--- src/rtl/mem_stage_if.sv ---
// Handshake and bus bundles around the memory-access pipeline stage.
//
//   ex_mem_if   : EX -> MEM handshake and payload.
//                 master = EX stage, slave = MEM stage.
//   data_bus_if : SRAM-like data bus with req/addr_ok/data_ok.
//                 master = MEM stage, slave = memory.
//   mem_wb_if   : MEM -> WB handshake and payload.
//                 master = MEM stage, slave = WB stage.

interface ex_mem_if;
  logic        ex_to_mem_valid;
  logic        mem_ready;
  logic [31:0] ex_pc;
  logic [31:0] ex_inst;
  logic [31:0] ex_alu_result;
  logic [3:0]  ex_mem_op;
  logic [31:0] ex_mem_wdata;
  logic [4:0]  ex_rf_waddr;

  modport master (
    output ex_to_mem_valid, ex_pc, ex_inst, ex_alu_result, ex_mem_op,
           ex_mem_wdata, ex_rf_waddr,
    input  mem_ready
  );

  modport slave (
    input  ex_to_mem_valid, ex_pc, ex_inst, ex_alu_result, ex_mem_op,
           ex_mem_wdata, ex_rf_waddr,
    output mem_ready
  );
endinterface

interface data_bus_if #(
  parameter int ADDR_W = 32,
  parameter int DATA_W = 32
);
  logic              data_req;
  logic              data_wr;
  logic [3:0]        data_wstrb;
  logic [ADDR_W-1:0] data_addr;
  logic [DATA_W-1:0] data_wdata;
  logic              data_addr_ok;
  logic              data_data_ok;
  logic [DATA_W-1:0] data_rdata;

  modport master (
    output data_req, data_wr, data_wstrb, data_addr, data_wdata,
    input  data_addr_ok, data_data_ok, data_rdata
  );

  modport slave (
    input  data_req, data_wr, data_wstrb, data_addr, data_wdata,
    output data_addr_ok, data_data_ok, data_rdata
  );
endinterface

interface mem_wb_if;
  logic        mem_to_wb_valid;
  logic        wb_ready;
  logic [31:0] mem_pc;
  logic [31:0] mem_inst;
  logic [31:0] mem_result;
  logic [4:0]  mem_rf_waddr;
  logic        mem_rf_we;
  logic        mem_ale;

  modport master (
    output mem_to_wb_valid, mem_pc, mem_inst, mem_result, mem_rf_waddr,
           mem_rf_we, mem_ale,
    input  wb_ready
  );

  modport slave (
    input  mem_to_wb_valid, mem_pc, mem_inst, mem_result, mem_rf_waddr,
           mem_rf_we, mem_ale,
    output wb_ready
  );
endinterface

--- src/rtl/mem_stage.sv ---
// Memory-access pipeline stage.
//
// Latches the EX payload, runs at most one data-bus transaction for an
// aligned load or store, aligns/extends load data, builds store strobes
// and hands the result to WB over a valid/ready handshake. Misaligned
// halfword/word accesses skip the bus and retire with mem_ale set.
//
// Ports:
//   clk      : clock
//   rst      : synchronous active-high reset
//   ex_bus   : EX -> MEM handshake and payload (slave side)
//   data_bus : data bus req/addr_ok/data_ok (master side)
//   wb_bus   : MEM -> WB handshake and payload (master side)

module mem_stage #(
  parameter int ADDR_W = 32,
  parameter int DATA_W = 32
) (
  input  logic        clk,
  input  logic        rst,
  ex_mem_if.slave     ex_bus,
  data_bus_if.master  data_bus,
  mem_wb_if.master    wb_bus
);

  typedef enum logic [1:0] {IDLE, REQ, WAIT, DONE} state_t;

  state_t            r_state;
  state_t            w_nextState;
  logic              r_valid;
  logic [31:0]       r_pc;
  logic [31:0]       r_inst;
  logic [31:0]       r_addr;
  logic [3:0]        r_op;
  logic [DATA_W-1:0] r_wdata;
  logic [DATA_W-1:0] r_rdata;
  logic [4:0]        r_waddr;

  logic              w_readyGo;
  logic              w_memReady;
  logic              w_accept;
  logic              w_exMemGo;
  logic              w_ale;
  logic [DATA_W-1:0] w_loadSrc;
  logic [DATA_W-1:0] w_shifted;
  logic [31:0]       w_loadData;
  logic [3:0]        w_wstrb;
  logic [DATA_W-1:0] w_wdata;

  function automatic logic isLoad(input logic [3:0] op);
    return op inside {4'b0001, 4'b0010, 4'b0011, 4'b0100, 4'b0101};
  endfunction

  function automatic logic isStore(input logic [3:0] op);
    return op inside {4'b1001, 4'b1010, 4'b1011};
  endfunction

  function automatic logic isMisaligned(input logic [3:0] op,
                                        input logic [1:0] lowAddr);
    logic half;
    logic word;
    half = op inside {4'b0010, 4'b0101, 4'b1010};
    word = op inside {4'b0011, 4'b1011};
    return (half & lowAddr[0]) | (word & (lowAddr != 2'b00));
  endfunction

  // Only aligned memory ops go to the bus; everything else retires from IDLE.
  assign w_exMemGo = (isLoad(ex_bus.ex_mem_op) | isStore(ex_bus.ex_mem_op)) &
                     ~isMisaligned(ex_bus.ex_mem_op, ex_bus.ex_alu_result[1:0]);

  assign w_ale      = isMisaligned(r_op, r_addr[1:0]);
  assign w_memReady = ~r_valid | (w_readyGo & wb_bus.wb_ready);
  assign w_accept   = ex_bus.ex_to_mem_valid & w_memReady;

  // A retire with a new acceptance picks the next state from the new op,
  // which is what lets back-to-back ops run without a bubble.
  always_comb begin
    w_readyGo   = 1'b0;
    w_nextState = r_state;
    case (r_state)
      IDLE:    w_readyGo = 1'b1;
      REQ:     w_readyGo = 1'b0;
      WAIT:    w_readyGo = data_bus.data_data_ok;
      DONE:    w_readyGo = 1'b1;
      default: w_readyGo = 1'b0;
    endcase

    if (w_accept) begin
      w_nextState = w_exMemGo ? REQ : IDLE;
    end else if (w_memReady) begin
      w_nextState = IDLE;
    end else begin
      case (r_state)
        REQ:     if (data_bus.data_addr_ok) w_nextState = WAIT;
        WAIT:    if (data_bus.data_data_ok) w_nextState = DONE;
        default: w_nextState = r_state;
      endcase
    end
  end

  always_ff @(posedge clk) begin
    if (rst) begin
      r_state <= IDLE;
      r_valid <= 1'b0;
      r_pc    <= '0;
      r_inst  <= '0;
      r_addr  <= '0;
      r_op    <= '0;
      r_wdata <= '0;
      r_rdata <= '0;
      r_waddr <= '0;
    end else begin
      r_state <= w_nextState;
      if (w_memReady) begin
        r_valid <= ex_bus.ex_to_mem_valid;
      end
      if (w_accept) begin
        r_pc    <= ex_bus.ex_pc;
        r_inst  <= ex_bus.ex_inst;
        r_addr  <= ex_bus.ex_alu_result;
        r_op    <= ex_bus.ex_mem_op;
        r_wdata <= ex_bus.ex_mem_wdata;
        r_waddr <= ex_bus.ex_rf_waddr;
      end
      // Keep the response in case WB stalls and we sit in DONE.
      if ((r_state == WAIT) && data_bus.data_data_ok) begin
        r_rdata <= data_bus.data_rdata;
      end
    end
  end

  // Live bus data in the data_ok cycle, held copy once parked in DONE.
  always_comb begin
    w_loadSrc  = (r_state == DONE) ? r_rdata : data_bus.data_rdata;
    w_shifted  = w_loadSrc >> {r_addr[1:0], 3'b000};
    w_loadData = w_shifted;
    case (r_op)
      4'b0001: w_loadData = {{24{w_shifted[7]}}, w_shifted[7:0]};
      4'b0100: w_loadData = {24'h000000, w_shifted[7:0]};
      4'b0010: w_loadData = {{16{w_shifted[15]}}, w_shifted[15:0]};
      4'b0101: w_loadData = {16'h0000, w_shifted[15:0]};
      default: w_loadData = w_shifted;
    endcase
  end

  // Store data is replicated across lanes so the strobes pick the right bytes.
  always_comb begin
    w_wstrb = 4'b0000;
    w_wdata = r_wdata;
    case (r_op)
      4'b1001: begin
        w_wstrb = 4'b0001 << r_addr[1:0];
        w_wdata = {4{r_wdata[7:0]}};
      end
      4'b1010: begin
        w_wstrb = r_addr[1] ? 4'b1100 : 4'b0011;
        w_wdata = {2{r_wdata[15:0]}};
      end
      4'b1011: begin
        w_wstrb = 4'b1111;
        w_wdata = r_wdata;
      end
      default: begin
        w_wstrb = 4'b0000;
        w_wdata = r_wdata;
      end
    endcase
  end

  assign ex_bus.mem_ready = w_memReady;

  assign data_bus.data_req   = (r_state == REQ);
  assign data_bus.data_wr    = isStore(r_op);
  assign data_bus.data_wstrb = w_wstrb;
  assign data_bus.data_addr  = r_addr[ADDR_W-1:0];
  assign data_bus.data_wdata = w_wdata;

  assign wb_bus.mem_to_wb_valid = r_valid & w_readyGo;
  assign wb_bus.mem_pc          = r_pc;
  assign wb_bus.mem_inst        = r_inst;
  assign wb_bus.mem_rf_waddr    = r_waddr;
  assign wb_bus.mem_result      = (isLoad(r_op) & ~w_ale) ? w_loadData : r_addr;
  assign wb_bus.mem_rf_we       = (r_waddr != 5'd0) & ~isStore(r_op) & ~w_ale;
  assign wb_bus.mem_ale         = w_ale;

endmodule

--- src/flat_wrapper.sv ---
// flat-port wrapper written by rule: the top's interface ports become plain ports
module mem_stage_flat 
#(
  parameter int ADDR_W = 32,
  parameter int DATA_W = 32
)
  (clk, rst, ex_bus_ex_to_mem_valid, ex_bus_ex_pc, ex_bus_ex_inst, ex_bus_ex_alu_result, ex_bus_ex_mem_op, ex_bus_ex_mem_wdata, ex_bus_ex_rf_waddr, ex_bus_mem_ready, data_bus_data_req, data_bus_data_wr, data_bus_data_wstrb, data_bus_data_addr, data_bus_data_wdata, data_bus_data_addr_ok, data_bus_data_data_ok, data_bus_data_rdata, wb_bus_mem_to_wb_valid, wb_bus_mem_pc, wb_bus_mem_inst, wb_bus_mem_result, wb_bus_mem_rf_waddr, wb_bus_mem_rf_we, wb_bus_mem_ale, wb_bus_wb_ready);
  ex_mem_if ex_bus_i ();
  data_bus_if #(.ADDR_W(ADDR_W), .DATA_W(DATA_W)) data_bus_i ();
  mem_wb_if wb_bus_i ();
  input  logic clk;
  input  logic rst;
  input wire logic [$bits(ex_bus_i.ex_to_mem_valid)-1:0] ex_bus_ex_to_mem_valid;
  input wire logic [$bits(ex_bus_i.ex_pc)-1:0] ex_bus_ex_pc;
  input wire logic [$bits(ex_bus_i.ex_inst)-1:0] ex_bus_ex_inst;
  input wire logic [$bits(ex_bus_i.ex_alu_result)-1:0] ex_bus_ex_alu_result;
  input wire logic [$bits(ex_bus_i.ex_mem_op)-1:0] ex_bus_ex_mem_op;
  input wire logic [$bits(ex_bus_i.ex_mem_wdata)-1:0] ex_bus_ex_mem_wdata;
  input wire logic [$bits(ex_bus_i.ex_rf_waddr)-1:0] ex_bus_ex_rf_waddr;
  output wire logic [$bits(ex_bus_i.mem_ready)-1:0] ex_bus_mem_ready;
  output wire logic [$bits(data_bus_i.data_req)-1:0] data_bus_data_req;
  output wire logic [$bits(data_bus_i.data_wr)-1:0] data_bus_data_wr;
  output wire logic [$bits(data_bus_i.data_wstrb)-1:0] data_bus_data_wstrb;
  output wire logic [$bits(data_bus_i.data_addr)-1:0] data_bus_data_addr;
  output wire logic [$bits(data_bus_i.data_wdata)-1:0] data_bus_data_wdata;
  input wire logic [$bits(data_bus_i.data_addr_ok)-1:0] data_bus_data_addr_ok;
  input wire logic [$bits(data_bus_i.data_data_ok)-1:0] data_bus_data_data_ok;
  input wire logic [$bits(data_bus_i.data_rdata)-1:0] data_bus_data_rdata;
  output wire logic [$bits(wb_bus_i.mem_to_wb_valid)-1:0] wb_bus_mem_to_wb_valid;
  output wire logic [$bits(wb_bus_i.mem_pc)-1:0] wb_bus_mem_pc;
  output wire logic [$bits(wb_bus_i.mem_inst)-1:0] wb_bus_mem_inst;
  output wire logic [$bits(wb_bus_i.mem_result)-1:0] wb_bus_mem_result;
  output wire logic [$bits(wb_bus_i.mem_rf_waddr)-1:0] wb_bus_mem_rf_waddr;
  output wire logic [$bits(wb_bus_i.mem_rf_we)-1:0] wb_bus_mem_rf_we;
  output wire logic [$bits(wb_bus_i.mem_ale)-1:0] wb_bus_mem_ale;
  input wire logic [$bits(wb_bus_i.wb_ready)-1:0] wb_bus_wb_ready;
  assign ex_bus_i.ex_to_mem_valid = ex_bus_ex_to_mem_valid;
  assign ex_bus_i.ex_pc = ex_bus_ex_pc;
  assign ex_bus_i.ex_inst = ex_bus_ex_inst;
  assign ex_bus_i.ex_alu_result = ex_bus_ex_alu_result;
  assign ex_bus_i.ex_mem_op = ex_bus_ex_mem_op;
  assign ex_bus_i.ex_mem_wdata = ex_bus_ex_mem_wdata;
  assign ex_bus_i.ex_rf_waddr = ex_bus_ex_rf_waddr;
  assign ex_bus_mem_ready = ex_bus_i.mem_ready;
  assign data_bus_data_req = data_bus_i.data_req;
  assign data_bus_data_wr = data_bus_i.data_wr;
  assign data_bus_data_wstrb = data_bus_i.data_wstrb;
  assign data_bus_data_addr = data_bus_i.data_addr;
  assign data_bus_data_wdata = data_bus_i.data_wdata;
  assign data_bus_i.data_addr_ok = data_bus_data_addr_ok;
  assign data_bus_i.data_data_ok = data_bus_data_data_ok;
  assign data_bus_i.data_rdata = data_bus_data_rdata;
  assign wb_bus_mem_to_wb_valid = wb_bus_i.mem_to_wb_valid;
  assign wb_bus_mem_pc = wb_bus_i.mem_pc;
  assign wb_bus_mem_inst = wb_bus_i.mem_inst;
  assign wb_bus_mem_result = wb_bus_i.mem_result;
  assign wb_bus_mem_rf_waddr = wb_bus_i.mem_rf_waddr;
  assign wb_bus_mem_rf_we = wb_bus_i.mem_rf_we;
  assign wb_bus_mem_ale = wb_bus_i.mem_ale;
  assign wb_bus_i.wb_ready = wb_bus_wb_ready;
  mem_stage #(.ADDR_W(ADDR_W), .DATA_W(DATA_W)) u_core (.clk(clk), .rst(rst), .ex_bus(ex_bus_i), .data_bus(data_bus_i), .wb_bus(wb_bus_i));
endmodule
--- config.mk ---
export PLATFORM = sky130hd
export DESIGN_NAME = mem_stage_flat
export DESIGN_NICKNAME = d
export VERILOG_FILES = /design/src/rtl/mem_stage_if.sv /design/src/rtl/mem_stage.sv /design/src/flat_wrapper.sv
export SDC_FILE = /design/constraint.sdc
export NUM_CORES = 1
export LEC_CHECK = 0
export BUFFER_PORTS_ARGS = -buffer_cell sky130_fd_sc_hd__buf_2
export CORE_AREA = 2 2 134 136
export CTS_BUF_LIST = sky130_fd_sc_hd__clkbuf_4 sky130_fd_sc_hd__clkbuf_8 sky130_fd_sc_hd__clkbuf_16
export DETAILED_ROUTE_END_ITERATION = 8
export DIE_AREA = 0 0 136 138
export PLACE_DENSITY = 0.82
export SLEW_MARGIN = 20
export SYNTH_ARGS = -nofsm -noshare
export SYNTH_HDL_FRONTEND = slang
export SYNTH_SLANG_ARGS = --single-unit
--- constraint.sdc ---
create_clock -name clk -period 4.8 [get_ports clk]
set_input_delay 0.24 -clock clk [delete_from_list [all_inputs] [get_ports clk]]
set_output_delay 0.24 -clock clk [all_outputs]
set_load 0.005 [all_outputs]
==> impl_metrics.yaml <==
critical_path:
  crit_type: "flop to output port"
  r2r-end: "u_core.wb_bus.mem_inst[9]"
  startpoint: "u_core.data_bus.data_addr[0]"
  end_kind: "output port"
  r2r_cells: 9
  cp_max_fo: 23
  crit_buf_inv: 1
  rrSetupSlack_ps: 1860
  cpPeakStageDelay_ps: 980
  rr_startpoint: "u_core.r_state[0]"
  cpMaxStageDelayCell: "dfxtp_1"
  startpoint_type: "flop"
  crit_family: "compound AO/OA/AOI/OAI gates"
  worstPathArrival_ps: 3430
  crit_chain: "nor2b_1, o2bb2ai_1, o2111ai_2, a41oi_1, buf_2"
  required_ps: 4560
min_path:
  min_path_type: "input pin to flop"
  min_to: "u_core.r_rdata[20]"
  min_from: "data_bus_data_rdata[20]"
  worstHoldPathCells: 3
finish:
  finalNonFillerCells: 1582
  mostFrequentLayoutCells: "buf_2, a21oi_1, dfxtp_1"
  final_common_cell: "buf_2"
  drive_gt1_share_pct: 32.9
  area_delta_synth_final_pct: 25.3
  num-nets-final: 1517
  fin_area_mm2: 0.0107
  nFillCells: 1581
  utilization_pct: 61.1
clock_tree:
  clk_pin_slew_ps: 80
  max-clock-path-buffers: 2
  clkLatencyLatePin_ps: 430
  cts_tree: "built"
  cts_max_level: 4
  cts_buffers: 17
  postCtsSetupBuffers: 0
  cts_root_buf: "clkbuf_16"
  cts-resized-gates: 0
  clock_sinks: 172
  holdBufCountCts: 0
synthesis:
  synth.cell_area_mm2: 0.00855
  synth_edf_count: 0
  synth_top_area_share_pct: 40.3
  yosys_register_bits: 172
  ys_seq_area_share_pct: 40.3
  synth_ff_type: "dfxtp_1"
  yosys-top-cells-area: "dfxtp_1, a21oi_1, o21ai_0"
  syn_avg_cell_area_um2: 7.88
  yosys_warnings: 0
  synth_cells: 1086
  ys_async_sr_fraction_pct: 0
  yosysTopAreaCell: "dfxtp_1"
  synth_cell_types: 51
  syn-num-nets: 1264
floorplanning:
  rows: 49
  ios: 350
  core_area_mm2: 0.0175
  die-height_um: 138
  die_area_mm2: 0.0188
  start_util_pct: 48.8
  die_w_um: 136
route:
  dr.pass1.iters: 5
  drt-wirelength-per-cell_um: 19.1
  ant_nets: 0
  drtIter0Drc: 1118
  vias_per_cell: 5.99
  vias: 9479
  drcViolationCount: 0
  wl_um: 30200
sta:
  rsz0062_at_grt: "no"
  max_slew_margin_pct: 27.5
  setup_viol: 0
  fin_setup_tns_ps: 0
  min_period_ps: 3670
  fmax_ghz: 0.272
  slew_viol_final: 0
  finalHoldViolations: 0
  worst_pin_slew_ps: 1090
  fin_skew_ps: 10.1
  fin_crit_sh_pct: 76.5
grt:
  grt.met1_usage_pct: 39.3
  grt_antenna_before_repair: 2
  use_met2_pct: 46.8
  grtUsageMet3_pct: 10.3
  grt_max_degree: 94
  grt-busiest-layer: "met2"
  track_usage_pct: 31.3
  grt_overflow: 0
  grt_pass1_wl_um: 46800
  grt_pass1_vias: 8600
place:
  hpwl_um: 20300
  postPlaceCellArea_mm2: 0.0101
  placed_cells_incl_taps: 1549
  place_congestion: 0.928
  io_buffers: 349
power:
  p_switching_mw: 1.10
  p_leak_nw: 4.63
  seqPwrFrac_pct: 42.5
  powerDensity_mw_per_mm2: 343
  power_mw: 3.67
  p_sw_share_pct: 29.9
  vdd_drop_max_uv: 230
  intPower_mw: 2.58
  p_comb_share_pct: 17.7
  clockPowerShare_pct: 39.8
flow_run:
  cap_violations: 0
status:
  status: "completed"
-- flip-flops by register name, indices dropped and copies added, names as in the netlist --
signal and flops:
u_core.r_valid 1, u_core.data_bus.data_addr 32, u_core.r_state 2, u_core.r_op 4
u_core.wb_bus.mem_inst 32, u_core.r_wdata 32, u_core.r_rdata 32, u_core.wb_bus.mem_pc 32
u_core.wb_bus.mem_rf_waddr 5
-- per-stage QoR --
step	setup slack, ps	hold slack [ps]
global placement	1880	437
detailed placement	1750	447
global route	1020	41.1
finish	1130	42.4
floorplan	2840	376
CTS	1250	35.5
-- final cells by class --
type	count	area [um2]	share of cell area (%)
well taps	229	287	2.67
clock buffers	17	425	3.97
multi-input cells	776	4470	41.7
clock inverters	15	203	1.89
diodes	1	2.50	0.0233
inverters	12	48.8	0.455
flip-flops and latches	172	3440	32.1
repair buffers	360	1840	17.2
-- worst reg2reg max path: cells and delay by family, from the launching register on --
family | cells | cell delay [ps]
AND/OR/NAND/NOR | 1 | 160
buffers and inverters | 4 | 1560
flip-flops | 1 | 400
adder cells (fa/ha/maj) | 1 | 270
AO/OA/AOI/OAI | 3 | 480
-- cell families (layout without fill, tap and decap cells) --
family	Yosys count	in the layout	synth area share [%]
AO/OA/AOI/OAI	418	418	27.1
AND/OR/NAND/NOR	305	305	16.3
flip-flops	172	172	40.3
buffers and inverters	138	404	7.69
multiplexers	49	49	8.09
adder cells (fa/ha/maj)	3	3	0.439
XOR/XNOR	1	1	0.102
other	0	1	0
-- Yosys cell counts, drive strengths merged (3+ instances only) --
library cell / instances
ha: 3
nand2b: 10
buf: 43
clkinv: 3
nor2: 5
nand2: 133
mux4: 13
dfxtp: 172
nand3: 141
nor3: 4
a22oi: 9
o21ai: 143
clkbuf: 83
a21oi: 212
inv: 9
a31oi: 16
mux2: 28
o211ai: 3
a41oi: 16
mux2i: 8
a22o: 6
-- worst max path at each step --
stage,endpoint,cells past startpoint
5_1_grt,wb_bus_mem_result[22],5
3_3_place_gp,wb_bus_mem_result[30],5
2_1_floorplan,wb_bus_mem_result[20],7
4_1_cts,wb_bus_mem_result[22],5
3_5_place_dp,wb_bus_mem_result[22],5
6_report,wb_bus_mem_result[22],5
-- power by group through the flow --
stage	combinational, mW	clock, mW	sequential, mW
after floorplan	0.385	0	1.57
after CTS	0.639	1.48	1.56
final	0.650	1.46	1.56
after detailed placement	0.637	0	1.59
after global routing	0.712	1.53	1.57
after global placement	0.631	0	1.59
-- layer usage --
layer  up-vias  share of wire, %
met5         -             0.026
met4         2               5.1
met3       105                10
met2       549                46
met1      4420                38
li1       4403                 -
Note: power is estimated with default switching activity, not from simulation.
